--- src/rtl/buf_sched_pkg.sv ---
// Shared types and default sizing for the packet-granular read scheduler.
// Latency: n/a (declarations only).
// Backpressure: n/a.
package buf_sched_pkg;

  localparam int FLOWS_W_DEFAULT = 3;
  localparam int CNT_W_DEFAULT   = 6;
  localparam int NUM_FLOWS       = 1 << FLOWS_W_DEFAULT;

  typedef logic [FLOWS_W_DEFAULT-1:0] flow_t;

  typedef enum logic [1:0] {
    IDLE  = 2'd0,
    GRANT = 2'd1,
    BUSY  = 2'd2
  } sched_state_t;

endpackage

--- src/rtl/flow_rr_scheduler_rr_pick.sv ---
// Picks one eligible flow: first set bit at or after ptr_i, wrapping (or lowest index with SCHED_STRICT_PRIO_EN).
// Latency: purely combinational.
// Backpressure: none; the caller decides when to use the result.
module rr_pick #(
  parameter int W = 3
) (
  input  logic [(1<<W)-1:0] elig_i,
  input  logic [W-1:0]      ptr_i,
  output logic              any_o,
  output logic [W-1:0]      idx_o
);

  localparam int N = 1 << W;

  logic [W-1:0] cand;

  // Scan from the farthest candidate back to the nearest so the last hit is the winner.
  always_comb begin
    any_o = 1'b0;
    idx_o = '0;
    cand  = '0;
    for (int i = N - 1; i >= 0; i--) begin
`ifdef SCHED_STRICT_PRIO_EN
      cand = W'(i);
`else
      cand = ptr_i + W'(i);
`endif
      if (elig_i[cand]) begin
        any_o = 1'b1;
        idx_o = cand;
      end
    end
  end

endmodule

--- src/rtl/flow_rr_scheduler.sv ---
// Per-flow pending-packet counters plus a one-grant-at-a-time read scheduler (optional macro SCHED_STRICT_PRIO_EN).
// Latency: commit at edge N -> grant_valid in cycle N+2; one idle cycle after rd_done before the next grant.
// Backpressure: grant_valid/grant_flow hold until grant_ready; no new grant until rd_done closes the packet.
module flow_rr_scheduler
  import buf_sched_pkg::*;
#(
  parameter int FLOWS_W = FLOWS_W_DEFAULT,
  parameter int CNT_W   = CNT_W_DEFAULT
) (
  input  logic                    clk,
  input  logic                    rst,
  input  logic                    enq_valid,
  input  logic [FLOWS_W-1:0]      enq_flow,
  input  logic [(1<<FLOWS_W)-1:0] flow_en,
  output logic                    grant_valid,
  input  logic                    grant_ready,
  output logic [FLOWS_W-1:0]      grant_flow,
  input  logic                    rd_done,
  output logic [(1<<FLOWS_W)-1:0] pend_nonempty,
  output logic                    busy,
  output logic                    ovf_err,
  output logic                    proto_err
);

  localparam int NF = 1 << FLOWS_W;

  sched_state_t       state_q, state_d;
  logic [FLOWS_W-1:0] ptr_q, ptr_d;
  logic [FLOWS_W-1:0] gflow_q, gflow_d;
  logic [CNT_W-1:0]   cnt_q [NF];
  logic [CNT_W-1:0]   cnt_d [NF];
  logic               ovf_q, ovf_d;
  logic               proto_q, proto_d;

  logic [NF-1:0]      elig;
  logic               any_elig;
  logic [FLOWS_W-1:0] pick;
  logic               hs;

  assign hs = (state_q == GRANT) && grant_ready;

  // Eligibility and occupancy come from registered counts only; a commit this cycle is seen next cycle.
  always_comb begin
    for (int f = 0; f < NF; f++) begin
      pend_nonempty[f] = (cnt_q[f] != '0);
      elig[f]          = pend_nonempty[f] && flow_en[f];
    end
  end

  rr_pick #(
    .W (FLOWS_W)
  ) u_pick (
    .elig_i (elig),
    .ptr_i  (ptr_q),
    .any_o  (any_elig),
    .idx_o  (pick)
  );

  // Counter update: commit increments, handshake decrements, both together cancel; saturate and flag overflow.
  always_comb begin
    ovf_d = ovf_q;
    for (int f = 0; f < NF; f++) begin
      cnt_d[f] = cnt_q[f];
      if (enq_valid && (enq_flow == FLOWS_W'(f))) begin
        if (hs && (gflow_q == FLOWS_W'(f))) begin
          cnt_d[f] = cnt_q[f];
        end else if (cnt_q[f] == {CNT_W{1'b1}}) begin
          ovf_d = 1'b1;
        end else begin
          cnt_d[f] = cnt_q[f] + CNT_W'(1);
        end
      end else if (hs && (gflow_q == FLOWS_W'(f))) begin
        cnt_d[f] = cnt_q[f] - CNT_W'(1);
      end
    end
  end

  // Scheduler next-state: latch a pick in IDLE, hold it through GRANT, wait out the packet in BUSY.
  always_comb begin
    state_d = state_q;
    ptr_d   = ptr_q;
    gflow_d = gflow_q;
    proto_d = proto_q;
    case (state_q)
      IDLE: begin
        if (any_elig) begin
          gflow_d = pick;
          state_d = GRANT;
        end
      end
      GRANT: begin
        if (grant_ready) begin
          ptr_d   = gflow_q + FLOWS_W'(1);
          state_d = BUSY;
        end
      end
      BUSY: begin
        if (rd_done) begin
          state_d = IDLE;
        end
      end
      default: state_d = IDLE;
    endcase
    // A completion outside BUSY has no packet to close; it is dropped and remembered.
    if (rd_done && (state_q != BUSY)) begin
      proto_d = 1'b1;
    end
  end

  // State, pointer, latched grant, counters and sticky errors; reset discards everything pending.
  always_ff @(posedge clk) begin
    if (rst) begin
      state_q <= IDLE;
      ptr_q   <= '0;
      gflow_q <= '0;
      ovf_q   <= 1'b0;
      proto_q <= 1'b0;
      for (int f = 0; f < NF; f++) begin
        cnt_q[f] <= '0;
      end
    end else begin
      state_q <= state_d;
      ptr_q   <= ptr_d;
      gflow_q <= gflow_d;
      ovf_q   <= ovf_d;
      proto_q <= proto_d;
      for (int f = 0; f < NF; f++) begin
        cnt_q[f] <= cnt_d[f];
      end
    end
  end

  assign grant_valid = (state_q == GRANT);
  assign busy        = (state_q == BUSY);
  assign grant_flow  = gflow_q;
  assign ovf_err     = ovf_q;
  assign proto_err   = proto_q;

endmodule

--- config.mk ---
export PLATFORM = sky130hd
export DESIGN_NAME = flow_rr_scheduler
export DESIGN_NICKNAME = d
export VERILOG_FILES = /design/src/rtl/buf_sched_pkg.sv /design/src/rtl/flow_rr_scheduler_rr_pick.sv /design/src/rtl/flow_rr_scheduler.sv
export SDC_FILE = /design/constraint.sdc
export NUM_CORES = 1
export LEC_CHECK = 0
export BUFFER_PORTS_ARGS = -buffer_cell sky130_fd_sc_hd__buf_4
export CAP_MARGIN = 20
export CORE_UTILIZATION = 55
export CTS_CLUSTER_DIAMETER = 150
export DETAILED_ROUTE_END_ITERATION = 7
export HOLD_SLACK_MARGIN = 0.12
export PLACE_DENSITY = 0.76
export RECOVER_POWER = 50
export SLEW_MARGIN = 40
export SYNTH_ARGS = -nofsm -noshare
export SYNTH_HDL_FRONTEND = slang
export SYNTH_SLANG_ARGS = --single-unit
--- constraint.sdc ---
create_clock -name clk -period 3.36 [get_ports clk]
set_input_delay 0.168 -clock clk [delete_from_list [all_inputs] [get_ports clk]]
set_output_delay 0.168 -clock clk [all_outputs]
set_load 0.02 [all_outputs]
After elaboration in Yosys (flattened, before gate mapping)
Memory sizes are Yosys's and may differ from the RTL's. Cells that the tools add are included.

Output and inout port bits: 15. Logic and storage cells: 217. Register bits after elaboration: 10. Input bits: 16. Memory bits (writable): 48. Memories kept: 1.

Bitwise logic cells: 8. $add $sub $neg: 24. Order comparisons: 8. Equal/unequal tests: 28. Reductions and logical operators: 40. Multiplexer cells: 103.

Memories: cnt_q (depth 8, width 6, read ports 8, clocked after memory_dff 0, write ports 8, RTL line flow_rr_scheduler.sv:30) `logic [CNT_W-1:0] cnt_q [NF];`.

Operator list (number): $mux 6 (40); $add 6x1->6 const B (8); $eq 6x6->1 const B (8); $reduce_bool 6->1 (8); $sub 6x1->6 const B (8); $mux 1 (43); $lt 3x4->1 const B (8); $logic_and 1x1->1 (26); $bmux 1 s3 (8); $eq 3x3->1 const B (8); $mux 3 (8); $add 3x3->3 const B (4); $eq 3x2->1 const B (4); $or 1x1->1 (8); $add 3x1->3 const B (2); $add 3x2->3 const B (2); $eq 3x1->1 const B (2); $logic_not 3->1 (2); $mux 2 (3); $ne 2x2->1 const B (3); $pmux 2 s3 (1); $reduce_and 2->1 (2); $reduce_and 3->1 (1); $eq 2x1->1 const B (1); other kinds (3) (3).

Logic depth before layout (Yosys ltp)
Gate-level depths: netlist (run 1).

Depth after elaboration: 26. Mapped depth: 12. Mapped depth without buffers: 12.

Cells and area by module
From an unflattened synthesis (run 1), not the netlist that was laid out.

Cells, all modules: 562. Area, all modules: 4895.9 um^2.

By module, submodules not included: flow_rr_scheduler (cells an instance 472, area each 4113.9 um^2, seq. area each 1161.1 um^2, times used 1); rr_pick (cells an instance 90, area each 782.0 um^2, seq. area each 0.0 um^2, times used 1).

Worst setup path before layout (run 1)
No wires, ideal clock.

Path type: register to register. Start point: register ptr_q[1]. End point: register gflow_q[2] (netlist: grant_flow[2]). Cell stages (with the launch flop): 12. Buffers on the path: 2. Clock period less this slack: 2.637 ns. Arrival time: 2.549 ns. Slack: 0.723 ns. Data required time: 3.273 ns. Setup time: 0.087 ns. Cell sequence: dfxtp_1 clkbuf_1 inv_2 ha_1 buf_2 inv_1 mux4_2 o21a_1 o221a_1 nor3_1 nor4b_2 nor4b_2.

Word-level cells in the longest chain between the ends: 12. Elaborated cells between the ends (all ways): 40. Those cells by class: 7 x add/sub; 32 x mux; 1 x reduce/logical.

RTL lines: from (decl) (RTL line flow_rr_scheduler.sv:28) `logic [FLOWS_W-1:0] ptr_q, ptr_d;`; from (signal assigned) (RTL line flow_rr_scheduler.sv:123) `ptr_q <= ptr_d;`; $add 3x3->3 (RTL line flow_rr_scheduler_rr_pick.sv:26) `cand = ptr_i + W'(i);`; $bmux 1 s3 (RTL line flow_rr_scheduler_rr_pick.sv:28) `if (elig_i[cand]) begin`; $mux 1 (not written as such) (RTL line flow_rr_scheduler_rr_pick.sv:28); $mux 1 (8 in a row) (RTL line flow_rr_scheduler_rr_pick.sv:28); $reduce_and 2->1 (no line); to (signal assigned) (RTL line flow_rr_scheduler.sv:124) `gflow_q <= gflow_d;`; to (decl) (RTL line flow_rr_scheduler.sv:29) `logic [FLOWS_W-1:0] gflow_q, gflow_d;`.

Several ways; a longest one is shown, not always the timed one. The select of a mux whose other input is x is not followed. A chain may end at the register's enable or synchronous reset.

==> flow_summary.json, run 1 <==
{
  "status": "finished clean",
  "p_per_area_mw_per_mm2": 569,
  "grt_overflow": 0,
  "setup_viol": 0,
  "grt_pass1_wl_mm": 17.5,
  "wl_per_cell_um": 15.5,
  "netlist_instances": 526,
  "post_cts_resized": 0,
  "final_layout_size_suffix_gt1_frac": 0.110,
  "ys_ff_latch": 58,
  "cts.clk_slew.worst_paths_ns": 0.07,
  "min_path_type": "input pin to flip-flop",
  "fp.dieH_um": 93.4,
  "layout-area-overhead-vs-synth_pct": 10.1,
  "grt_pass1_vias": 3791,
  "layout.nets": 623,
  "antenna_found_initial": 0,
  "rows": 32,
  "viasPerCell": 6.02,
  "antenna_left": 0,
  "n_antenna_cell": 0,
  "dp_hpwl_mm": 7.78,
  "worstPathMaxFanout": 11,
  "clkSinkCount": 58,
  "synthTopCellsByArea": "dfxtp_1 25%, ha_1 11%, mux2i_1 8.1%, nor2_1 6.9%, xnor2_1 6.9%",
  "postLayoutCellArea_mm2": 0.00506,
  "synth_nets": 590,
  "cpMaxStageDelayCell": "o21ai_1",
  "grt_max_degree": 58,
  "fp.dieArea_mm2": 0.00873,
  "cpPeakStageDelay_ns": 0.68,
  "slew_headroom": 0.456,
  "yosysTopAreaCellShare": 0.253,
  "ys_seq_area_frac": 0.253,
  "hold-worst-slack_ns": 0.150,
  "drtPass1Iterations": 4,
  "yosys_warnings": 0,
  "io-pin-count": 31,
  "drv_slew": 0,
  "hold_viol_final": 0,
  "fmax_ghz": 0.374,
  "port_buffers": 30,
  "max-cap-violations": 0,
  "ys.flop_type": "dfxtp_1",
  "die_w_um": 93.4,
  "place_congestion": 0.899,
  "layout_min_cycle_time_ns": 2.67,
  "first_iter_violations": 162,
  "start_kind": "flip-flop",
  "critical_path.cell_chain": "nor2b_1 > and2_0 > clkbuf_1 > nand3_1 > o21ai_1 > nand2_1 > xor2_1 > nor2_1",
  "clockBufferDepth": 2,
  "htreeDepth": 3,
  "leakage_nw": 2.13,
  "post-synth-top-count-cell": "nor2_1",
  "placed_cell_area_mm2": 0.00492,
  "cts_tree": "done",
  "rsz0062_at_grt": "false",
  "cp.required_ns": 3.57,
  "routed_wirelength_mm": 10.3,
  "tightest_slew_ns": 0.811,
  "initial_core_util": 0.583,
  "insertion_delay_ns": 0.34,
  "synth.cell_area_mm2": 0.00460,
  "skew_ns": 0.0103,
  "ir_drop_mv": 0.238,
  "numCtsBuffers": 9,
  "power_w": 0.00288,
  "cts_root_buffer": "clkbuf_8",
  "yosys.area.top_type": "dfxtp_1",
  "synth_common_cells": "85 x nor2_1, 58 x dfxtp_1, 40 x ha_1",
  "avgSynthCellArea_um2": 8.74,
  "cp.arrival_ns": 2.89,
  "grtUsageTotal": 0.253,
  "synthArstFlopShare": 0,
  "core_area_mm2": 0.00789,
  "synth-edff-count": 0,
  "vias": 4008,
  "fin_crit_sh": 0.796,
  "end_kind": "flip-flop",
  "fin_setup_tns_ns": 0,
  "drc": 0,
  "critPathKind": "flip-flop to flip-flop",
  "synth.distinct_cells": 56
}
## stage by stage
| step | setup WS [ns] | std cells | util |
|---|---|---|---|
| after global routing | 0.444 | 666 | 0.642 |
| after global placement | 0.877 | 649 | 0.624 |
| after CTS | 0.827 | 666 | 0.650 |
| after floorplan | 0.723 | 526 | - |
| after detailed placement | 0.827 | 649 | 0.624 |
| final | 0.687 | 666 | 0.642 |
## sequential cells by signal (all words and copies together) (netlist names)
| signal | count |
|---|---|
| cnt_q | 48 |
| grant_flow | 3 |
| ptr_q | 3 |
| state_q | 2 |
| ovf_err | 1 |
| proto_err | 1 |
## worst paths after layout
check | end | startpoint | cells after the start | slack (ns)
min | state_q[0]$_SDFFE_PP0P_ | grant_ready | 4 | 0.15
min reg2reg | proto_err$_SDFFE_PP0P_ | proto_err$_SDFFE_PP0P_ | 2 | 0.48
max | cnt_q[1][11]$_SDFFE_PP0P_ | state_q[0]$_SDFFE_PP0P_ | 8 | 0.69
max reg2reg | cnt_q[1][11]$_SDFFE_PP0P_ | state_q[0]$_SDFFE_PP0P_ | 8 | 0.69
## layout make-up
type                            count  area, um2
Clock buffer                       12        165
Timing Repair Buffer               34        198
Multi-Input combinational cell    437       3310
Fill cell                         690       2830
Inverter                           19       71.3
Sequential cell                    58       1160
Tap cell                          102        128
Clock inverter                      4       25.0
## cells by family after synthesis
family	count (synthesis)	share of synthesized area
buf+inv	31	0.0261
compound gates	111	0.168
simple gates	183	0.188
xor+xnor	43	0.0819
mux	52	0.140
flops	58	0.253
fa+ha+maj	48	0.144
## cells in the final DEF, fill, tap and decap left out, types with 16 or more instances in the layout
master    instances
nand2_1          34
dfxtp_1          58
buf_4            17
nor2_1           85
xnor2_1          36
inv_1            17
a21oi_1          33
nand3_1          20
ha_1             40
clkbuf_1         16
a21o_1           23
mux2i_1          37
## per-layer routing
metal,vias to the layer above,wire length (um),GRT usage
li1,1966,-,-
met3,17,426,0.0480
met5,-,0,0
met1,1931,4920,0.334
met4,0,190,0.0821
met2,94,4770,0.415
## worst max-delay path: cells and delay by family, from the launching register on
kind / cells / cell delay [ns]
AND/OR/NAND/NOR: 5 / 0.88
AO/OA/AOI/OAI: 1 / 0.68
flip-flops: 1 / 0.40
buffers and inverters: 1 / 0.40
XOR/XNOR: 1 / 0.18
## repair_timing
item	in CTS	in global routing
hold endpoints to repair	1	0
setup buffers	0	0
hold buffers	1	0
## where the power goes
group / leakage (nW) / internal [W] / switching, W
sequential: 0.472 / 0.000768 / 0.000116
clock: 0.0944 / 0.000325 / 0.000294
combinational: 1.56 / 0.000626 / 0.000752
Note: power is estimated with default switching activity, not from simulation.
==> run 2: changes to the inputs <==
--- a/config.mk
+++ b/config.mk
@@ -5,6 +5,7 @@
 export SDC_FILE = /design/constraint.sdc
 export NUM_CORES = 1
 export LEC_CHECK = 0
+export ABC_AREA = 1
 export BUFFER_PORTS_ARGS = -buffer_cell sky130_fd_sc_hd__buf_4
 export CAP_MARGIN = 20
 export CORE_UTILIZATION = 55
==> constraint.sdc (replaced) <==
create_clock -name clk -period 2.7 [get_ports clk]
set_input_delay 0.135 -clock clk [delete_from_list [all_inputs] [get_ports clk]]
set_output_delay 0.135 -clock clk [all_outputs]
set_load 0.02 [all_outputs]
==> run 2 against run 1 <==
Fmax grew 6.7%; sequential share of layout area shrank 0.14 points; combinational power grew 38%; flip-flop and latch count is the same; first-iteration DRC count shrank 0.62%; critical endpoint is now state_q[0]$_SDFFE_PP0P_; largest cell class unchanged.
==> flow_summary.json, run 2 <==
{
  "die_w_um": 93.2,
  "synthSimpleGateAreaFrac": 0.306,
  "dr_wl_met3_um": 378,
  "fillCellCount": 717,
  "drtPass1Iterations": 4,
  "setup_ws_ns": 0.194,
  "cts.clk_slew.worst_paths_ns": 0.07,
  "antenna_found_initial": 0,
  "cp.depth": 13,
  "numCtsBuffers": 9,
  "viasPerCell": 5.57,
  "post_cts_buffers": 0,
  "status": "finished clean",
  "synth_common_cells": "85 x a21oi_1, 81 x nand2_1, 79 x nor2_1",
  "end_kind": "flip-flop",
  "leakage_nw": 2.31,
  "largest_reg_flops": 48,
  "grt_pass1_wl_mm": 18.5,
  "clockBufferDepth": 2,
  "fin_crit_sh": 0.928,
  "fp.dieArea_mm2": 0.00868,
  "yosys.area.top_type": "dfxtp_1",
  "crit_family": "buffers and inverters",
  "ir_drop_mv": 0.371,
  "rows": 32,
  "initial_core_util": 0.579,
  "final_layout_size_suffix_gt1_frac": 0.113,
  "yosysTopAreaCellShare": 0.254,
  "synth.distinct_cells": 38,
  "grtUsageTotal": 0.264,
  "cts_root_buffer": "clkbuf_8",
  "synth_fa_ha_area_frac": 0.145,
  "synthArstFlopShare": 0,
  "dp_slack_ns": 0.371,
  "clkSinkCount": 58,
  "maxUsedRoutingLayer": "met4",
  "met2_length_mm": 5.15,
  "yosys_warnings": 0,
  "htreeDepth": 3,
  "critical_path.cell_chain": "inv_4 > ha_1 > inv_2 > nand3_1 > nand3_2 > nand2_2 > inv_2 > nand2_2 > nor3_2 > nand3_2 > nand2_4 > a21oi_1 > dlygate4sd3_1",
  "layout-area-overhead-vs-synth_pct": 11.4,
  "routed_wirelength_mm": 10.7,
  "final_common_cell": "a21oi_1",
  "n_antenna_cell": 0,
  "ys_seq_area_frac": 0.254,
  "fp.dieH_um": 93.2,
  "max-cap-violations": 0,
  "cp_num_buf_inv": 4,
  "port_buffers": 30,
  "wl_met1_mm": 5.02,
  "place_congestion": 0.885,
  "io-pin-count": 31,
  "cts_tree": "done",
  "first_iter_violations": 161,
  "synth_top_family_by_area": "simple AND/OR/NAND/NOR gates",
  "grt_pass1_vias": 4230,
  "wl_per_cell_um": 13.5,
  "synth.cell_area_mm2": 0.00457,
  "skew_ns": 0.00824,
  "fin_setup_tns_ns": 0,
  "dp_hpwl_mm": 8.25,
  "tightest_slew_ns": 0.692,
  "worstPathMaxFanout": 11,
  "drv_slew": 0,
  "synth-edff-count": 0,
  "cp.required_ns": 2.93,
  "layout_min_cycle_time_ns": 2.51,
  "min_path_type": "input pin to flip-flop",
  "antenna_left": 0,
  "core_area_mm2": 0.00789,
  "layout.nets": 750,
  "start_kind": "flip-flop",
  "avgSynthCellArea_um2": 7.05,
  "grt_overflow": 0,
  "grt_max_degree": 39,
  "insertion_delay_ns": 0.34,
  "hold-worst-slack_ns": 0.236,
  "synth_compound_area_frac": 0.176,
  "setup_viol": 0,
  "cpMaxStageDelayCell": "dlygate4sd3_1",
  "cpPeakStageDelay_ns": 0.55,
  "rsz0062_at_grt": "false",
  "fmax_ghz": 0.399,
  "netlist_instances": 648,
  "layout_common_cells": "85 x a21oi_1, 82 x nand2_1, 80 x nor2_1, 66 x inv_1, 61 x nand3_1",
  "hold_viol_final": 0,
  "top_register": "cnt_q",
  "p_per_area_mw_per_mm2": 784,
  "synth_nets": 712,
  "r2r.worst_path.cells": 13,
  "ys.flop_type": "dfxtp_1",
  "synthTopCellsByArea": "dfxtp_1 25%, ha_1 11%, a21oi_1 9.3%, nand2_1 6.7%, nor2_1 6.5%",
  "critPathKind": "flip-flop to flip-flop",
  "ys_ff_latch": 58,
  "hold_depth": 5,
  "post-synth-top-count-cell": "a21oi_1",
  "vias": 4416,
  "cp.arrival_ns": 2.74,
  "slew_headroom": 0.539,
  "synth.area.mux_share": 0,
  "synth-xor-area-share": 0.0457,
  "drc": 0
}
==> run 2: changes by cell type in the layout (fill, tap and decap cells not counted), sizes merged, moves of 10 or more <==
cell / before / now
nand2: 34 / 90
a211oi: 10 / 0
a21oi: 33 / 85
inv: 19 / 71
nor3: 2 / 12
a21o: 23 / 0
mux2i: 37 / 0
o21ai: 13 / 60
xnor2: 36 / 15
nand3: 20 / 77
==> run 2: kinds of logic after synthesis <==
logic type,after synthesis
adders and majority gates,48
DFF,58
buffers and inverters,83
AOI/OAI and AO/OA,156
xor gates and xnor gates,23
and+or+nand+nor,280
==> run 2: timing repair <==
action                                 in CTS  in global routing
gates resized for setup                     0                  1
endpoints found under the hold margin      10                  0
setup endpoints to repair                   0                  1
hold buffers                                4                  0
==> run 2: worst paths after layout <==
check	startpoint	end	slack, ns
worst max-delay path	ptr_q[0]$_SDFFE_PP0P_	state_q[0]$_SDFFE_PP0P_	0.19
worst min-delay path	rd_done	proto_err$_SDFFE_PP0P_	0.24
worst max register to register	ptr_q[0]$_SDFFE_PP0P_	state_q[0]$_SDFFE_PP0P_	0.19
worst min register to register	cnt_q[0][11]$_SDFFE_PP0P_	cnt_q[0][11]$_SDFFE_PP0P_	0.48
==> run 2: power breakdown <==
group	internal [W]	leakage [nW]	total, W	switching [W]
Sequential	0.000965	0.474	0.00110	0.000138
Clock	0.000616	0.117	0.000983	0.000367
Combinational	0.000708	1.72	0.00191	0.00120
==> run 2: area by class of cell <==
| class | instances | area, um2 | area share |
|---|---|---|---|
| Timing Repair Buffer | 39 | 270 | 0.0531 |
| Clock inverter | 6 | 115 | 0.0226 |
| Inverter | 71 | 269 | 0.0528 |
| Sequential cell | 58 | 1160 | 0.228 |
| Tap cell | 102 | 128 | 0.0251 |
| Clock buffer | 10 | 128 | 0.0251 |
| Multi-Input combinational cell | 507 | 3020 | 0.593 |
==> run 2: worst register-to-register path, stage by stage, from the launching register on <==
cell	delay (ns)
dfxtp_1	0.38
inv_4	0.11
ha_1	0.34
inv_2	0.13
nand3_1	0.16
nand3_2	0.12
nand2_2	0.07
inv_2	0.07
nand2_2	0.05
nor3_2	0.15
nand3_2	0.11
nand2_4	0.10
a21oi_1	0.06
dlygate4sd3_1	0.55
==> run 2: per-stage QoR <==
step | total power, W | area [um2] | utilization | std cells
after CTS | 0.00404 | 5170 | 0.656 | 793
after global placement | 0.00297 | 4890 | 0.620 | 773
final | 0.00399 | 5090 | 0.646 | 793
after floorplan | 0.00258 | 4570 | - | 648
after global routing | 0.00433 | 5090 | 0.646 | 793
after detailed placement | 0.00303 | 4890 | 0.620 | 773
==> run 2: routing by layer <==
layer	track usage	vias to the layer above
li1	-	2273
met1	0.337	2034
met2	0.452	88
met3	0.0390	21
met4	0.0949	0
met5	0	-
==> run 3: changes to the inputs <==
--- a/config.mk
+++ b/config.mk
@@ -12,9 +12,10 @@
 export CTS_CLUSTER_DIAMETER = 150
 export DETAILED_ROUTE_END_ITERATION = 7
 export HOLD_SLACK_MARGIN = 0.12
-export PLACE_DENSITY = 0.76
+export PLACE_DENSITY = 0.75
 export RECOVER_POWER = 50
 export SLEW_MARGIN = 40
 export SYNTH_ARGS = -nofsm -noshare
 export SYNTH_HDL_FRONTEND = slang
+export SYNTH_HIERARCHICAL = 1
 export SYNTH_SLANG_ARGS = --single-unit
==> run 3 against run 2 <==
The flow now finishes with violations (design-rule violations); wire length is 13% higher; clock-buffer cell count is 3 higher; largest cell class unchanged; critical endpoint is now grant_flow[1]$_SDFFE_PP0P_; combinational power is 5% higher; clock skew is 0.00065 ns lower; worst setup slack better by 0.11 ns; via count is 11% higher.
==> flow_summary.json, run 3 <==
{
  "netlist_instances": 752,
  "htreeDepth": 3,
  "drtPass1Iterations": 6,
  "ir_drop_mv": 0.412,
  "antenna_found_initial": 0,
  "synthArstFlopShare": 0,
  "slew_headroom": 0.672,
  "clockBufferDepth": 2,
  "leakage_nw": 2.58,
  "worstPathMaxFanout": 7,
  "first_iter_violations": 158,
  "clkSinkCount": 58,
  "yosys.area.top_type": "dfxtp_1",
  "yosysTopAreaCellShare": 0.228,
  "ys_ff_latch": 58,
  "n_antenna_cell": 0,
  "hold_depth": 7,
  "fmax_ghz": 0.417,
  "synth.distinct_cells": 39,
  "hold-worst-slack_ns": 0.458,
  "cts.clk_slew.worst_paths_ns": 0.07,
  "top_register": "cnt_q",
  "max-cap-violations": 0,
  "layout_common_cells": "177 x nand2_1, 81 x nand3_1, 80 x a21oi_1, 69 x inv_1, 68 x nor2_1",
  "maxUsedRoutingLayer": "met4",
  "final_layout_size_suffix_gt1_frac": 0.128,
  "drc": 1,
  "initial_core_util": 0.575,
  "end_kind": "flip-flop",
  "rows": 34,
  "final_common_cell": "nand2_1",
  "grtUsageTotal": 0.266,
  "avgSynthCellArea_um2": 6.77,
  "wl_met1_mm": 5.63,
  "grt_pass1_wl_mm": 20.8,
  "fillCellCount": 838,
  "fp.dieH_um": 98.2,
  "p_per_area_mw_per_mm2": 717,
  "postLayoutCellArea_mm2": 0.00552,
  "synth_nets": 816,
  "port_buffers": 30,
  "numCtsBuffers": 9,
  "grt_pass1_vias": 4562,
  "synth.cell_area_mm2": 0.00509,
  "cp.arrival_ns": 2.68,
  "grt_max_degree": 22,
  "vias": 4885,
  "io-pin-count": 31,
  "fin_setup_tns_ns": 0,
  "power_w": 0.00396,
  "synthTopCellsByArea": "dfxtp_1 23%, nand2_1 13%, ha_1 9.8%, a21oi_1 7.9%, nand3_1 7.9%",
  "place_inst": 883,
  "met2_length_mm": 5.66,
  "yosys_warnings": 6,
  "insertion_delay_ns": 0.35,
  "fin_crit_sh": 0.887,
  "setup_viol": 0,
  "layout_min_cycle_time_ns": 2.40,
  "layout-area-overhead-vs-synth_pct": 8.53,
  "synth_common_cells": "171 x nand2_1, 80 x a21oi_1, 80 x nand3_1",
  "critPathKind": "flip-flop to flip-flop",
  "cp.required_ns": 2.98,
  "dp_hpwl_mm": 9.54,
  "post_cts_resized": 0,
  "rsz0062_at_grt": "false",
  "skew_ns": 0.00758,
  "hold_viol_final": 0,
  "cts_tree": "done",
  "ys.flop_type": "dfxtp_1",
  "start_kind": "flip-flop",
  "layout.cells.non_filler": 902,
  "antenna_left": 0,
  "layout.nets": 854,
  "cts_root_buffer": "clkbuf_8",
  "wl_per_cell_um": 13.5,
  "min_path_type": "input pin to flip-flop",
  "ys_seq_area_frac": 0.228,
  "place_congestion": 0.924,
  "dr_wl_met3_um": 607,
  "core_area_mm2": 0.00885,
  "grt_overflow": 0,
  "routed_wirelength_mm": 12.2,
  "largest_reg_flops": 48,
  "fp.dieArea_mm2": 0.00964,
  "synth-edff-count": 0,
  "failed_checks": "design-rule violations",
  "drv_slew": 0,
  "post-synth-top-count-cell": "nand2_1",
  "placed_cell_area_mm2": 0.00540,
  "r2r.worst_path.cells": 13,
  "tightest_slew_ns": 0.491,
  "die_w_um": 98.2,
  "viasPerCell": 5.42,
  "status": "finished, violations left"
}
run 3: layout make-up:
type | instances | area, um2 | area share
Multi-Input combinational cell | 598 | 3450 | 0.626
Sequential cell | 58 | 1160 | 0.210
Clock buffer | 13 | 169 | 0.0306
Timing Repair Buffer | 38 | 239 | 0.0433
Clock inverter | 2 | 35.0 | 0.00634
Inverter | 85 | 329 | 0.0596
Tap cell | 108 | 135 | 0.0245
run 3: what timing repair did:
item | in CTS | in global routing
setup endpoints to repair | 0 | 0
hold endpoints to repair | 8 | 0
hold buffers | 4 | 0
buffers inserted | 0 | 0
run 3: worst paths after layout:
check	startpoint	endpoint	slack [ns]
worst max-delay path	cnt_q[0][13]$_SDFFE_PP0P_	grant_flow[1]$_SDFFE_PP0P_	0.30
worst min register to register	proto_err$_SDFFE_PP0P_	proto_err$_SDFFE_PP0P_	0.51
worst max register to register	cnt_q[0][13]$_SDFFE_PP0P_	grant_flow[1]$_SDFFE_PP0P_	0.30
worst min-delay path	enq_flow[0]	cnt_q[1][7]$_SDFFE_PP0P_	0.46
run 3: cells by family (layout without fill, tap and decap cells):
kind of cell | count (synthesis) | in the layout | synth area share
DFF | 58 | 58 | 0.228
buffers and inverters | 96 | 138 | 0.0794
xor gates and xnor gates | 25 | 25 | 0.0467
AOI/OAI and AO/OA | 129 | 129 | 0.133
and+or+nand+nor | 396 | 396 | 0.383
adders and majority gates | 48 | 48 | 0.130
run 3: report_power, final:
part / total, W / internal, W / switching [W]
Sequential: 0.00111 / 0.000961 / 0.000145
Clock: 0.000857 / 0.000496 / 0.000361
Combinational: 0.00200 / 0.000732 / 0.00126
run 3: per-stage QoR:
| stage | setup slack, ns | utilization |
|---|---|---|
| after global placement | 0.450 | 0.611 |
| final | 0.304 | 0.624 |
| after detailed placement | 0.384 | 0.611 |
| after CTS | 0.331 | 0.638 |
| after global routing | 0.0384 | 0.624 |
| after floorplan | 0.569 | - |
run 3: metal layers:
metal,vias up,GRT usage
li1,2570,-
met3,24,0.0558
met2,103,0.446
met5,-,0
met1,2188,0.331
met4,0,0.110
run 3: critical path, cell delays in order, from the launching register on:
cell and delay (ns):
dfxtp_1 0.36, nor4_1 0.33, nand3_1 0.14, nand2_1 0.11
inv_1 0.07, nand2_2 0.07, nand3_1 0.08, nand3_1 0.13
nand2_1 0.13, nor4_1 0.30, nand4_1 0.14, nand3_1 0.22
o21ai_0 0.13, a21oi_1 0.12
